### config.mk
export PLATFORM = sky130hd
export DESIGN_NAME = register_bank
export DESIGN_NICKNAME = d
export VERILOG_FILES = /design/src/rtl/register_bank.sv
export SDC_FILE = /design/constraint.sdc
export NUM_CORES = 2
export LEC_CHECK = 0
export CORE_MARGIN = 2
export CORE_UTILIZATION = 45
export DETAILED_ROUTE_END_ITERATION = 16
export PLACE_DENSITY = 0.73
export RECOVER_POWER = 50
export SYNTH_ARGS = -nofsm -noshare
export SYNTH_HDL_FRONTEND = slang
export SYNTH_SLANG_ARGS = --single-unit
### constraint.sdc
create_clock -name clk -period 3.72 [get_ports clk]
set_input_delay 0.372 -clock clk [delete_from_list [all_inputs] [get_ports clk]]
set_output_delay 0.372 -clock clk [all_outputs]
set_load 0.01 [all_outputs]
### src/rtl/register_bank.sv
// 32-entry general-purpose register file: two combinational read ports with
// optional write-through bypass, one synchronous write port, a debug read port
// and a saturating count of committed writes.
module register_bank #(
    parameter int               WIDTH    = 32,
    parameter int               BYPASS   = 1,
    parameter int               SP_INDEX = 29,
    parameter logic [WIDTH-1:0] SP_INIT  = 'h0000_0FFC
) (
    input  logic             clk,
    input  logic             rst,
    input  logic [4:0]       rd_addr0,
    input  logic [4:0]       rd_addr1,
    output logic [WIDTH-1:0] rd_data0,
    output logic [WIDTH-1:0] rd_data1,
    input  logic             wr_en,
    input  logic [4:0]       wr_addr,
    input  logic [WIDTH-1:0] wr_data,
    input  logic [4:0]       dbg_addr,
    output logic [WIDTH-1:0] dbg_data,
    output logic [15:0]      wr_count
);

    logic [WIDTH-1:0] regs_reg [32];
    logic [15:0]      count_reg;
    logic             commit;

    // A write only takes effect when reset is idle and the target is not r0.
    assign commit = !rst && wr_en && (wr_addr != 5'd0);

    genvar gi;
    generate
        for (gi = 0; gi < 32; gi++) begin : g_reg
            if (gi == 0) begin : g_zero
                always_ff @(posedge clk) begin
                    regs_reg[gi] <= '0;
                end
            end else begin : g_gpr
                always_ff @(posedge clk) begin
                    if (rst) begin
                        regs_reg[gi] <= (gi == SP_INDEX) ? SP_INIT : '0;
                    end else if (wr_en && (wr_addr == 5'(gi))) begin
                        regs_reg[gi] <= wr_data;
                    end
                end
            end
        end
    endgenerate

    always_ff @(posedge clk) begin
        if (rst) begin
            count_reg <= '0;
        end else if (commit && (count_reg != 16'hFFFF)) begin
            count_reg <= count_reg + 16'd1;
        end
    end

    always_comb begin
        rd_data0 = '0;
        rd_data1 = '0;
        dbg_data = '0;
        if (rd_addr0 != 5'd0) begin
            rd_data0 = regs_reg[rd_addr0];
            if ((BYPASS != 0) && commit && (wr_addr == rd_addr0)) begin
                rd_data0 = wr_data;
            end
        end
        if (rd_addr1 != 5'd0) begin
            rd_data1 = regs_reg[rd_addr1];
            if ((BYPASS != 0) && commit && (wr_addr == rd_addr1)) begin
                rd_data1 = wr_data;
            end
        end
        // Debug port always shows committed state, never the in-flight write.
        if (dbg_addr != 5'd0) begin
            dbg_data = regs_reg[dbg_addr];
        end
    end

    assign wr_count = count_reg;

endmodule
* Word level (Yosys, flattened, before mapping)
Memory sizes are Yosys's and may differ from the RTL's.
Index checks and enable logic that the tools add are counted.
** Word-level totals
- Input bits :: 55
- Output and inout port bits :: 112
- RAM bits :: 1024
- Register bits :: 16
- Word-level logic and storage cells :: 240
- Memories :: 1
** Memory list
- regs_reg :: depth 32, bits a word 32, rd ports 3, clocked after Yosys merged registers in 0, wr ports 32, line 24 : logic [WIDTH-1:0] regs_reg [32];
** Cells by class
- Add/sub/neg operators :: 1
- Muxes and demuxes :: 131
- Bitwise operators :: 31
- Equality and inequality tests :: 34
- Reduce and logical (&&, ||, !) cells :: 41
** Operators by type and width (number)
- 32-bit two-way mux :: 36
- 1-bit two-way mux :: 95
- 5-bit == test (second input constant) :: 16
- 5-bit by 4-bit == test with 1-bit output (second input constant) :: 8
- 1-bit logical AND :: 36
- 1-bit OR :: 31
- 5-bit by 3-bit == test with 1-bit output (second input constant) :: 4
- 5-bit nonzero test :: 4
- 16-bit by 1-bit adder with 16-bit output (second input constant) :: 1
- 16-bit inequality test (second input constant) :: 1
- 5-bit by 2-bit == test with 1-bit output (second input constant) :: 2
- 5-bit == test :: 2
- 5-bit by 1-bit == test with 1-bit output (second input constant) :: 1
- 1-bit zero test :: 1

* Longest topological paths before layout
- Word-level depth :: 6
- Gate-level depth with buffers :: 10
- Mapped depth without buffers :: 6

* Worst setup path after synthesis
No wires, ideal clock.
- Kind :: input to register
- From :: in wr_addr[1]
- To :: mem regs_reg[9][0], enable pin
- Slack :: -299 ps
- Data required time :: 3250 ps
- Arrival time :: 3549 ps
- Library setup time :: 470 ps
- Buffers on the path :: 3
- Cell stages on the path :: 5
- Cell sequence :: clkbuf_1 -> nand2b_1 -> clkbuf_1 -> clkbuf_1 -> o31ai_1
** RTL lines
- start, declared :: line 17 : input logic [4:0] wr_addr,
- end, declared :: line 24

==> flow_results.org <==
** Synth
- Share of the yosys chip area belonging to registers :: 48.35%
- Syn nets :: 4417
- Number of flops mapped to enable cells by yosys :: 992
- Asr flop ratio synth :: 0%
- Average cell area after synthesis :: 14.28 sq um
- Top-area cell type share of the netlist area :: 47.84%
- Synthesis produced 4361 cells.
- Post-synthesis cell type with the largest combined area :: sky130_fd_sc_hd__edfxtp_1
- For this run, the number of Yosys warnings is 0.
- After synthesis the netlist holds a flip-flop and latch count of 1008.
- Distinct cells, synth :: 57
- Top cells by area in the synthesized netlist :: sky130_fd_sc_hd__edfxtp_1, sky130_fd_sc_hd__mux4_2, sky130_fd_sc_hd__and2_1, sky130_fd_sc_hd__mux2_2, sky130_fd_sc_hd__clkbuf_1
- Mapped cell area :: 62270 sq um
- Most frequently used flop master after synthesis :: sky130_fd_sc_hd__edfxtp_1

** GRT
- Met2 usage in global routing :: 49.59%
- Grt total ovfl :: 0
- Global routing consumed, on the met1 layer, 45.14% of the routing resources.
- Overall Global Routing Usage :: 35.59%
- For this run, global-route usage on met3 was measured as 14.94%.
- Maximum number of pins on one net before global-route repair :: 56
- First-pass GRT wire length :: 352200 um
- Initial antenna violation count :: 38
- The number of global-route vias before repair came to 45860.
- Busiest layer in global routing :: met2

** Layout
- Syn-to-layout area delta :: 16.05%
- Total number of nets in the final design :: 4606
- FILL cells :: 11120
- In the final layout, the share of cells above drive strength 1 is 32.05%.
- Count of non-filler cells in the finished layout :: 6463
- After routing the design area is 72270 sq um.
- The register with the most flip-flops in the layout has 992 of them.

** Clocking
- The H-tree was split into 3 levels.
- Clock root buffer master :: sky130_fd_sc_hd__clkbuf_16
- Counting the buffers created by CTS gives 105.
- The later pin in the worst-skew pair is clocked with a latency of 730 ps.
- CTS sink cnt :: 1008
- Clk pin slew, worst setup/hold paths :: 60 ps
- Clock buffer depth :: 3
- Setup repair bufs after CTS :: 0
- Clock tree from TritonCTS :: done

** STA
- Setup violations remaining at the end of the flow were counted as 47.
- Fin crit period :: 3881 ps
- Setup total negative slack on the finished layout was measured at -4748 ps.
- Of the available clock period, the critical path in the final layout requires 104.3%.
- Between clock sinks in the finished design, the worst skew comes to 13.62 ps.
- Number of max-slew violations in the final report :: 547
- Setup repair after global routing left no endpoint under its margin.
- The worst pin sits at a relative slew slack of -76.72%.
- Final worst hold slack :: 508.6 ps
- In the post-route analysis, the smallest setup slack over all paths is -161.1 ps.
- Derived from the worst setup path, the maximum achievable clock frequency is 257.7 MHz.
- At the pin with the least slew margin, the transition time is 2641 ps.
- The final number of hold-violating endpoints is 0.

** Worst setup path
- Among cell families on the critical path, the largest total delay comes from simple AND/OR/NAND/NOR gates.
- Worst setup EP type :: register
- The worst setup path is launched from an input port.
- Critical Path Slowest Stage Cell :: sky130_fd_sc_hd__nor2_1
- Maximum cell stage delay along the critical path :: 1970 ps
- Data on the critical path is required at its endpoint by 4310 ps.
- Together, buffers and inverters on the worst path number 3.
- Endpoint arrival time on the critical path :: 4480 ps
- Of all nets on the critical path, the largest fanout is 17.
- Tracing the worst setup path back leads to its startpoint at wr_addr[4].
- The worst setup path is of the in2reg kind.
- Chain of cells forming the critical path :: clkdlybuf4s50_1 -> clkbuf_1 -> nand2_1 -> nor2_1 -> buf_4 -> and2_1
- In this run the critical register-to-register path is launched from wr_count[4].

** Power and ir drop
- In this run the static leakage power is 24.51 nW.
- Worst VDD drop :: 0.3541 mV
- In this run the power density over the cells is 423.6 nW/um^2.
- Design Power :: 30.61 mW

** Floorplanning
- The total area inside the core boundary comes to 137500 sq um.
- Number of ports placed on the die boundary :: 167
- Die outline area :: 141400 sq um
- Die Ht :: 376.0 um
- For this configuration, the core starts out at a cell density of 45.29%.
- Chip Width :: 376.0 um
- FP Rows :: 136

** Hold path
- Hold Startpoint :: wr_count[1]
- The path class of the tightest hold or removal check is reg2reg.

** Route
- Initial DRT Pass Iterations :: 6
- DRT iter0 DRCs :: 9640
- Vias :: 48240
- The detail route stage leaves a number of antenna-violating nets equal to 0.
- In the final routed layout, each cell accounts on average for 39.65 um.
- In the routed design, unresolved DRC markers number 0.
- Using the TritonRoute via totals, the vias-per-cell ratio works out to 7.464.
- Routed wire length :: 256200 um

** Placed design
- In this run the tool buffered the top-level ports with 166 buffer cells.
- Global placement routability congestion :: 0.9710
- In this run the cell area measured after placement is 69110 sq um.
- Sum of net half-perimeters after detailed placement :: 158800 um
- The number of placed instances, taps included, is 6237.

** Status
- The checks that failed: capacitance limit, slew limit, setup timing.
- The flow ran to the end, but the final reports show violations.

** Run
- Max-cap violations in this run came to 24.
stage by stage:
step	setup slack, ps	util, %
after floorplan	-146.8	-
after global placement	-552.9	50.26
after detailed placement	-477.1	50.26
after CTS	1.065	52.98
after global routing	9.810	52.52
final	-161.1	52.56
power by group:
| part | internal, mW | switching, mW |
|---|---|---|
| clock | 6.54 | 4.81 |
| combinational | 2.54 | 3.09 |
| sequential | 13.1 | 0.492 |
Yosys cell counts (all sizes together), types with 23 or more instances:
master  count
a221oi     53
mux4      681
nor2b      27
nor2       95
a22o       35
buf       157
a221o      39
clkbuf    351
edfxtp    992
xnor2      23
a21oi      87
nor3       98
mux2i     117
and2      935
nand3      28
a22oi     119
nand2     118
o21ai      45
mux2      142
o22ai      44
worst reg2reg max path, stage by stage, from the launching register on:
cell	delay [ps]
sky130_fd_sc_hd__dfxtp_1	430
sky130_fd_sc_hd__nand4_1	240
sky130_fd_sc_hd__nor4_2	1220
sky130_fd_sc_hd__nor2_1	240
sky130_fd_sc_hd__xnor2_1	220
sky130_fd_sc_hd__nor2_1	50
cells in the final DEF, fill, tap and decap left out, drive strengths merged, types with 44 or more instances in the layout:
cell,synthesis,routed
nand2,118,118
edfxtp,992,992
a21oi,87,87
mux2i,117,117
nor3,98,98
clkbuf,351,180
o22ai,44,44
clkinv,0,52
buf,157,378
a22oi,119,119
clkdlybuf4s50,0,126
mux2,142,142
a221oi,53,53
and2,935,935
mux4,681,681
nor2,95,95
o21ai,45,45
path summary, 6_finish.rpt:
check / to / slack [ps] / cells after the start
worst max register to register: wr_count[0] / 1190 / 5
worst max-delay path: regs_reg[22][12] / -160 / 6
worst min-delay path: wr_count[1] / 510 / 2
worst min register to register: wr_count[1] / 510 / 2
cell type report:
cell class | count | area, sq um | area share [%]
Multi-Input combinational cell | 2840 | 30450 | 42.14
Sequential cell | 1008 | 30110 | 41.66
Timing Repair Buffer | 590 | 5751 | 7.957
Clock buffer | 119 | 2785 | 3.854
Tap cell | 1794 | 2245 | 3.106
Clock inverter | 77 | 830.8 | 1.150
Antenna cell | 30 | 75.07 | 0.1039
Inverter | 5 | 18.77 | 0.02597
cell families after synthesis:
family	count (synthesis)	share of synthesized area, %
AND/OR/NAND/NOR	1392	12.98
adder cells (fa/ha/maj)	1	0.02009
AO/OA/AOI/OAI	483	5.622
flip-flops	1008	48.35
multiplexers	940	29.08
buffers and inverters	513	3.609
XOR/XNOR	24	0.3376
layer usage:
layer | share of wire, % | vias to the layer above
li1 | - | 17700
met1 | 31 | 23760
met2 | 42 | 5465
met3 | 19 | 1274
met4 | 8.0 | 38
met5 | 0.12 | -
what timing repair did:
item | 4_1_cts | 5_1_grt
pin swaps | 5 | 2
hold buffers | 0 | 0
resized for setup | 26 | 14
hold endpoints to repair | 0 | 0
setup endpoints to repair | 31 | 14
gates cloned | 0 | 0
No activity file was read; power rests on OpenSTA's default activity.
